$ cat src/rtl/ras_ckpt_q.sv
// -----------------------------------------------------------------------------
// ras_ckpt_q
//
// Checkpoint queue for the return-address-stack pointer. Every predicted
// control-flow instruction leaving the RESP stage takes one slot and stores
// the RAS stack pointer to restore if that instruction turns out to be
// mispredicted. Slots are allocated in program order (circular FIFO). They
// are freed from the head on correct resolution. On a mispredict, the queue
// is truncated just after the offending slot, and a one-cycle restore request
// is sent to the RAS update port.
//
// Ports
//   CLK               in   clock, rising-edge
//   nRST              in   asynchronous active-low reset
//   enq_valid         in   request a checkpoint for a predicted CF instruction
//   enq_ras_index     in   RAS sp to restore on mispredict (already adjusted)
//   enq_ready         out  a slot is available this cycle
//   enq_ckpt_id       out  slot id given to an accepted enqueue
//   commit_valid      in   oldest checkpoint resolved correctly, free it
//   mispred_valid     in   a checkpointed instruction mispredicted
//   mispred_ckpt_id   in   slot id of the mispredicted instruction
//   update0_valid     out  registered RAS sp restore request (one cycle)
//   update0_ras_index out  registered sp value to restore
//   ckpt_count        out  number of live checkpoints
// -----------------------------------------------------------------------------
module ras_ckpt_q #(
   parameter  int CKPT_ENTRIES    = 8,
   parameter  int RAS_INDEX_WIDTH = 3,
   localparam int CKPT_ID_WIDTH   = $clog2(CKPT_ENTRIES)
) (
   input  logic                       CLK,
   input  logic                       nRST,
   input  logic                       enq_valid,
   input  logic [RAS_INDEX_WIDTH-1:0] enq_ras_index,
   output logic                       enq_ready,
   output logic [CKPT_ID_WIDTH-1:0]   enq_ckpt_id,
   input  logic                       commit_valid,
   input  logic                       mispred_valid,
   input  logic [CKPT_ID_WIDTH-1:0]   mispred_ckpt_id,
   output logic                       update0_valid,
   output logic [RAS_INDEX_WIDTH-1:0] update0_ras_index,
   output logic [CKPT_ID_WIDTH:0]     ckpt_count
);

   // Pointers carry one extra wrap bit so full and empty can be told apart.
   typedef logic [CKPT_ID_WIDTH:0] ptr_t;

   localparam ptr_t PTR_ONE = ptr_t'(1);

   ptr_t                       head_reg;
   ptr_t                       head_next;
   ptr_t                       tail_reg;
   ptr_t                       tail_next;

   logic [RAS_INDEX_WIDTH-1:0] slot_reg [CKPT_ENTRIES];
   logic [CKPT_ENTRIES-1:0]    slot_wr;

   logic                       update0_valid_reg;
   logic [RAS_INDEX_WIDTH-1:0] update0_ras_index_reg;
   logic [RAS_INDEX_WIDTH-1:0] update0_ras_index_next;

   logic                       empty;
   logic                       full;
   ptr_t                       count;
   logic                       enq_fire;
   logic                       commit_fire;

   logic [CKPT_ID_WIDTH-1:0]   mispred_offset;
   logic                       mispred_hit;
   ptr_t                       mispred_ptr;

   // ---------------------------------------------------------------------
   // Occupancy
   // ---------------------------------------------------------------------
   assign count = tail_reg - head_reg;
   assign empty = (head_reg == tail_reg);
   assign full  = (head_reg[CKPT_ID_WIDTH-1:0] == tail_reg[CKPT_ID_WIDTH-1:0]) &&
                  (head_reg[CKPT_ID_WIDTH] != tail_reg[CKPT_ID_WIDTH]);

   // A mispredict in flight blocks allocation outright, even if its id turns
   // out to be stale: the front end is being redirected anyway, and this keeps
   // enq_ready independent of the live-range comparison.
   assign enq_ready   = ~full & ~mispred_valid;
   assign enq_ckpt_id = tail_reg[CKPT_ID_WIDTH-1:0];
   assign ckpt_count  = count;

   assign enq_fire    = enq_valid & enq_ready;
   assign commit_fire = commit_valid & ~empty;

   // ---------------------------------------------------------------------
   // Mispredict validation
   //
   // The distance from the head slot to the mispredicted slot, taken modulo
   // the slot count, is that checkpoint's age rank. The id is live only when
   // this rank is below the occupancy. The rank is added back onto the full
   // head pointer, which gives the wrap-correct pointer of that slot.
   // ---------------------------------------------------------------------
   assign mispred_offset = mispred_ckpt_id - head_reg[CKPT_ID_WIDTH-1:0];
   assign mispred_hit    = mispred_valid && ({1'b0, mispred_offset} < count);
   assign mispred_ptr    = head_reg + {1'b0, mispred_offset};

   // ---------------------------------------------------------------------
   // Next-state
   // ---------------------------------------------------------------------
   always_comb begin
      head_next              = head_reg;
      tail_next              = tail_reg;
      update0_ras_index_next = update0_ras_index_reg;

      // A live mispredict implies a non-empty queue, so a same-cycle commit
      // still frees the head. When both hit the head slot, head and tail meet
      // and the queue drains to empty.
      if (commit_fire) begin
         head_next = head_reg + PTR_ONE;
      end

      // Enqueue and mispredict are mutually exclusive because enq_ready
      // drops whenever mispred_valid is high.
      if (mispred_hit) begin
         tail_next              = mispred_ptr + PTR_ONE;
         update0_ras_index_next = slot_reg[mispred_ckpt_id];
      end else if (enq_fire) begin
         tail_next = tail_reg + PTR_ONE;
      end
   end

   // ---------------------------------------------------------------------
   // Per-slot write enables
   // ---------------------------------------------------------------------
   genvar gi;
   generate
      for (gi = 0; gi < CKPT_ENTRIES; gi++) begin : g_slot_wr
         assign slot_wr[gi] = enq_fire &&
                              (tail_reg[CKPT_ID_WIDTH-1:0] == CKPT_ID_WIDTH'(gi));
      end
   endgenerate

   // ---------------------------------------------------------------------
   // State registers
   // ---------------------------------------------------------------------
   always_ff @(posedge CLK or negedge nRST) begin
      if (!nRST) begin
         head_reg              <= '0;
         tail_reg              <= '0;
         update0_valid_reg     <= 1'b0;
         update0_ras_index_reg <= '0;
      end else begin
         head_reg              <= head_next;
         tail_reg              <= tail_next;
         update0_valid_reg     <= mispred_hit;
         update0_ras_index_reg <= update0_ras_index_next;
      end
   end

   // Slot storage is cleared on reset, so it lives in flops instead of RAM.
   always_ff @(posedge CLK or negedge nRST) begin
      if (!nRST) begin
         for (int i = 0; i < CKPT_ENTRIES; i++) begin
            slot_reg[i] <= '0;
         end
      end else begin
         for (int i = 0; i < CKPT_ENTRIES; i++) begin
            if (slot_wr[i]) begin
               slot_reg[i] <= enq_ras_index;
            end
         end
      end
   end

   assign update0_valid     = update0_valid_reg;
   assign update0_ras_index = update0_ras_index_reg;

endmodule
$ cat config.mk
export PLATFORM = sky130hd
export DESIGN_NAME = ras_ckpt_q
export DESIGN_NICKNAME = d
export VERILOG_FILES = /design/src/rtl/ras_ckpt_q.sv
export SDC_FILE = /design/constraint.sdc
export NUM_CORES = 1
export LEC_CHECK = 0
export CORE_UTILIZATION = 60
export CTS_CLUSTER_DIAMETER = 200
export DETAILED_ROUTE_END_ITERATION = 10
export DONT_BUFFER_PORTS = 1
export GPL_TIMING_DRIVEN = 0
export MAX_ROUTING_LAYER = met4
export PLACE_DENSITY = 0.72
export SKIP_CTS_REPAIR_TIMING = 1
export SYNTH_ARGS = -nofsm -noshare
export SYNTH_HDL_FRONTEND = slang
export SYNTH_SLANG_ARGS = --single-unit
$ cat constraint.sdc
create_clock -name CLK -period 7.7 [get_ports CLK]
set_input_delay 2.31 -clock CLK [delete_from_list [all_inputs] [get_ports CLK]]
set_output_delay 2.31 -clock CLK [all_outputs]
set_load 0.005 [all_outputs]
==> run metrics, run 1 <==
worst hold start slot_reg[17]; RSZ-0062 raised after global routing false; most area-consuming cells after synthesis sky130_fd_sc_hd__dfrtp_1 (42%), sky130_fd_sc_hd__mux2_2 (10%), sky130_fd_sc_hd__ha_1 (9.2%), sky130_fd_sc_hd__mux4_2 (6.2%), sky130_fd_sc_hd__xnor2_1 (3.2%); placed wire-length estimate 2.951 mm; Post-Syn Instances 170; post-route clock period utilization 61.51%; first-pass GRT wire length 6.168 mm; reg-to-reg slack, setup 4.91 ns; GRT Resource Usage Total 23.93%; leakage power total 1.071 nW; Total Routed Length 3.715 mm; cell count of the worst reg-to-reg path 11; Row Count 21; cell type with the highest aggregate area in the netlist sky130_fd_sc_hd__dfrtp_1; clk_skew 0.002765 ns; number of remaining DRC errors 0; worst-margin pin slew 0.3562 ns; Horiz. Die Dim 62.08 um; Critical Path, Cell by Cell nor2_1; synthesis-to-finish area growth 5.257%; total cell area at the placement stage 0.002223 mm2; final design instance area without fill 0.002280 mm2; largest net degree at the start of global routing 37; count of distinct cell types in the synthesized netlist 37; Diodes inserted 0; I/O pin total 23; top_reg_cell synth sky130_fd_sc_hd__dfrtp_1; MaxCap Viol Count 0; TritonCTS clock tree done; crit path DAT 2.43 ns; effective utilization at floorplan 63.90%; Bufs and invs on worst path 0; number of setup violations in the final report 0; number of cells in the design after placement 216; fin. max-slew vios 0; filler-free cell count of the finished design 224; Synthesis Warnings 0; capturing point of the worst reg2reg path tail_reg[3]; worst IR drop on VDD 276.9 uV; instance count along the most critical hold path 1; final worst path period need 4.736 ns; Hold Vio Cnt, Final 0; gp weighted congestion 0.9327; count of flip-flops with a built-in enable after synthesis 0; Cell Pwr Density 504.3 mW/mm2; clock-pin transition on the worst setup and hold timing paths 0.11 ns; first-iteration detailed-routing DRC count 34; syn_nets 200; kind of critical path in2out; share of layout cells above drive strength 1 30.90%; area of the placeable core 0.003390 mm2; area of the mapped netlist 0.002166 mm2; number of antenna violations at the first check in global routing 0; type of origin of the critical path input port; CP max stage delay 0.12 ns; CTS H-Tree Depth 2; Final ANT Viol Nets 0; post-layout net count 207; total of flip-flops plus latches after synthesis 36; delay-heaviest family, CP simple AND/OR/NAND/NOR gates; clock latency on the worst-skew pair 0.34 ns; top fanout value on the critical path 4; area share of the largest cell type after synthesis 41.59%; Critical Path Slowest Stage Cell sky130_fd_sc_hd__nor2_1; data required time at the worst endpoint 5.39 ns; kind of end point of the critical path primary output; count of input and output buffers 0; global route overflow 0; outcome completed; Relative slew margins 76.20%; TritonRoute pass-1 iters 5; fmax 211.1 MHz; Largest register FFs 24; Die ar. 0.003854 mm2; CTS sink count 36; Vias 1257; fraction of the yosys area taken by sequential cells 41.59%; clock buffer count from CTS 5; worst min path class reg2reg; Worst Hold End slot_reg[17]; setup TNS after final layout 0 ns; Crit Reg-Reg Startpoint tail_reg[0]; buffer cell driving the clock tree root sky130_fd_sc_hd__clkbuf_4; vias in the first global route 1282; y dimension of the die 62.08 um; synthesized area per cell 12.74 um2; deepest clock path buffer count 2; share of flip-flops with an asynchronous set or reset after synthesis 100.0%; Routed wire per std cell 16.58 um; post-detailed-route via-to-cell ratio 5.612
## worst max path at each step
| stage | slack [ns] | from | to | depth (start not counted) |
|---|---|---|---|---|
| 2_1_floorplan | 2.97 | mispred_valid | enq_ready | 1 |
| 3_3_place_gp | 2.96 | mispred_valid | enq_ready | 1 |
| 3_5_place_dp | 2.96 | mispred_valid | enq_ready | 1 |
| 4_1_cts | 2.96 | mispred_valid | enq_ready | 1 |
| 5_1_grt | 2.95 | mispred_valid | enq_ready | 1 |
| 6_report | 2.96 | mispred_valid | enq_ready | 1 |
## layout by cell type, fill, tap and decap left out, types with 3 or more instances in the layout
cell type / Yosys / final
sky130_fd_sc_hd__mux2_1: 4 / 4
sky130_fd_sc_hd__ha_1: 16 / 16
sky130_fd_sc_hd__mux4_2: 6 / 6
sky130_fd_sc_hd__xnor2_1: 8 / 8
sky130_fd_sc_hd__nand4_1: 3 / 3
sky130_fd_sc_hd__buf_4: 3 / 3
sky130_fd_sc_hd__nand2_4: 3 / 3
sky130_fd_sc_hd__dfrtp_1: 36 / 36
sky130_fd_sc_hd__a21oi_1: 3 / 3
sky130_fd_sc_hd__mux2_2: 20 / 20
sky130_fd_sc_hd__xor2_1: 5 / 5
sky130_fd_sc_hd__inv_1: 15 / 15
sky130_fd_sc_hd__nor2_1: 9 / 9
sky130_fd_sc_hd__mux2i_1: 5 / 5
sky130_fd_sc_hd__fa_1: 3 / 3
sky130_fd_sc_hd__nand2_1: 3 / 3
sky130_fd_sc_hd__a21oi_2: 4 / 4
sky130_fd_sc_hd__clkbuf_4: 0 / 5
## Yosys cell counts (2+ instances only)
cell                      count
sky130_fd_sc_hd__dfrtp_1     36
sky130_fd_sc_hd__mux2_2      20
sky130_fd_sc_hd__ha_1        16
sky130_fd_sc_hd__inv_1       15
sky130_fd_sc_hd__nor2_1       9
sky130_fd_sc_hd__xnor2_1      8
sky130_fd_sc_hd__mux4_2       6
sky130_fd_sc_hd__mux2i_1      5
sky130_fd_sc_hd__xor2_1       5
sky130_fd_sc_hd__a21oi_2      4
sky130_fd_sc_hd__mux2_1       4
sky130_fd_sc_hd__a21oi_1      3
sky130_fd_sc_hd__buf_4        3
sky130_fd_sc_hd__fa_1         3
sky130_fd_sc_hd__nand2_1      3
sky130_fd_sc_hd__nand2_4      3
sky130_fd_sc_hd__nand4_1      3
sky130_fd_sc_hd__nand2_2      2
sky130_fd_sc_hd__nand3_1      2
sky130_fd_sc_hd__nand3_2      2
sky130_fd_sc_hd__o21ai_0      2
## report_power, final
| group | leakage (nW) | switching, W | internal (W) | total, W |
|---|---|---|---|---|
| registers | 0.439 | 0.0000774 | 0.000289 | 0.000366 |
| logic | 0.598 | 0.000347 | 0.000336 | 0.000683 |
| clock network | 0.0349 | 0.0000648 | 0.0000351 | 0.0000999 |
## stage by stage
step,setup slack [ns],total power [W],hold slack (ns),util [%]
after global routing,2.954,0.001259,0.5310,67.26
after floorplan,2.974,0.0009209,0.4587,-
after global placement,2.956,0.001032,0.4688,65.60
final,2.964,0.001150,0.5118,67.26
after detailed placement,2.960,0.001053,0.4892,65.60
after CTS,2.960,0.001160,0.5161,67.26
## logic make-up (layout without fill, tap and decap cells)
kind of cell / count (synthesis) / in the layout / share of synthesized area [%]
fa+ha+maj: 19 / 19 / 12.02
compound gates: 16 / 16 / 6.355
flops: 36 / 36 / 41.59
buf+inv: 22 / 30 / 5.256
simple gates: 28 / 28 / 7.741
xor+xnor: 14 / 14 / 6.008
mux: 35 / 35 / 21.03
## routing by layer
metal | up-vias | track usage [%] | wire, um
li1 | 603 | - | -
met1 | 619 | 32.00 | 1785
met5 | - | - | 0
met3 | 6 | 6.625 | 145
met2 | 29 | 34.95 | 1725
met4 | 0 | 8.254 | 57
## cell type report
type | count | area, um2
sequential | 36 | 900.9
fill | 262 | 1110
multi-input combinational | 112 | 1151
tap | 46 | 57.56
inverter | 15 | 56.30
buffer | 7 | 57.56
clock buffer | 5 | 37.54
clock inverter | 3 | 18.77
Power figures use the tool's default switching activity.
==> run 2, diff against run 1 <==
==> constraint.sdc (replaced) <==
create_clock -name CLK -period 4.65 [get_ports CLK]
set_input_delay 1.395 -clock CLK [delete_from_list [all_inputs] [get_ports CLK]]
set_output_delay 1.395 -clock CLK [all_outputs]
set_load 0.005 [all_outputs]
==> results of run 2 <==
Same layout as run 1 (identical final DEF). Status: completed.
Among the figures that moved: setup slack after placement 2.960 ns -> 0.8575 ns; setup slack after layout 2.964 ns -> 1.217 ns; start point of the critical path mispred_valid -> mispred_ckpt_id[0]; end point of the critical path enq_ready -> tail_reg[3]; register-to-register setup slack 4.91 ns -> 1.86 ns; total power 0.001150 W -> 0.001904 W; worst IR drop on VDD 276.9 uV -> 458.5 uV
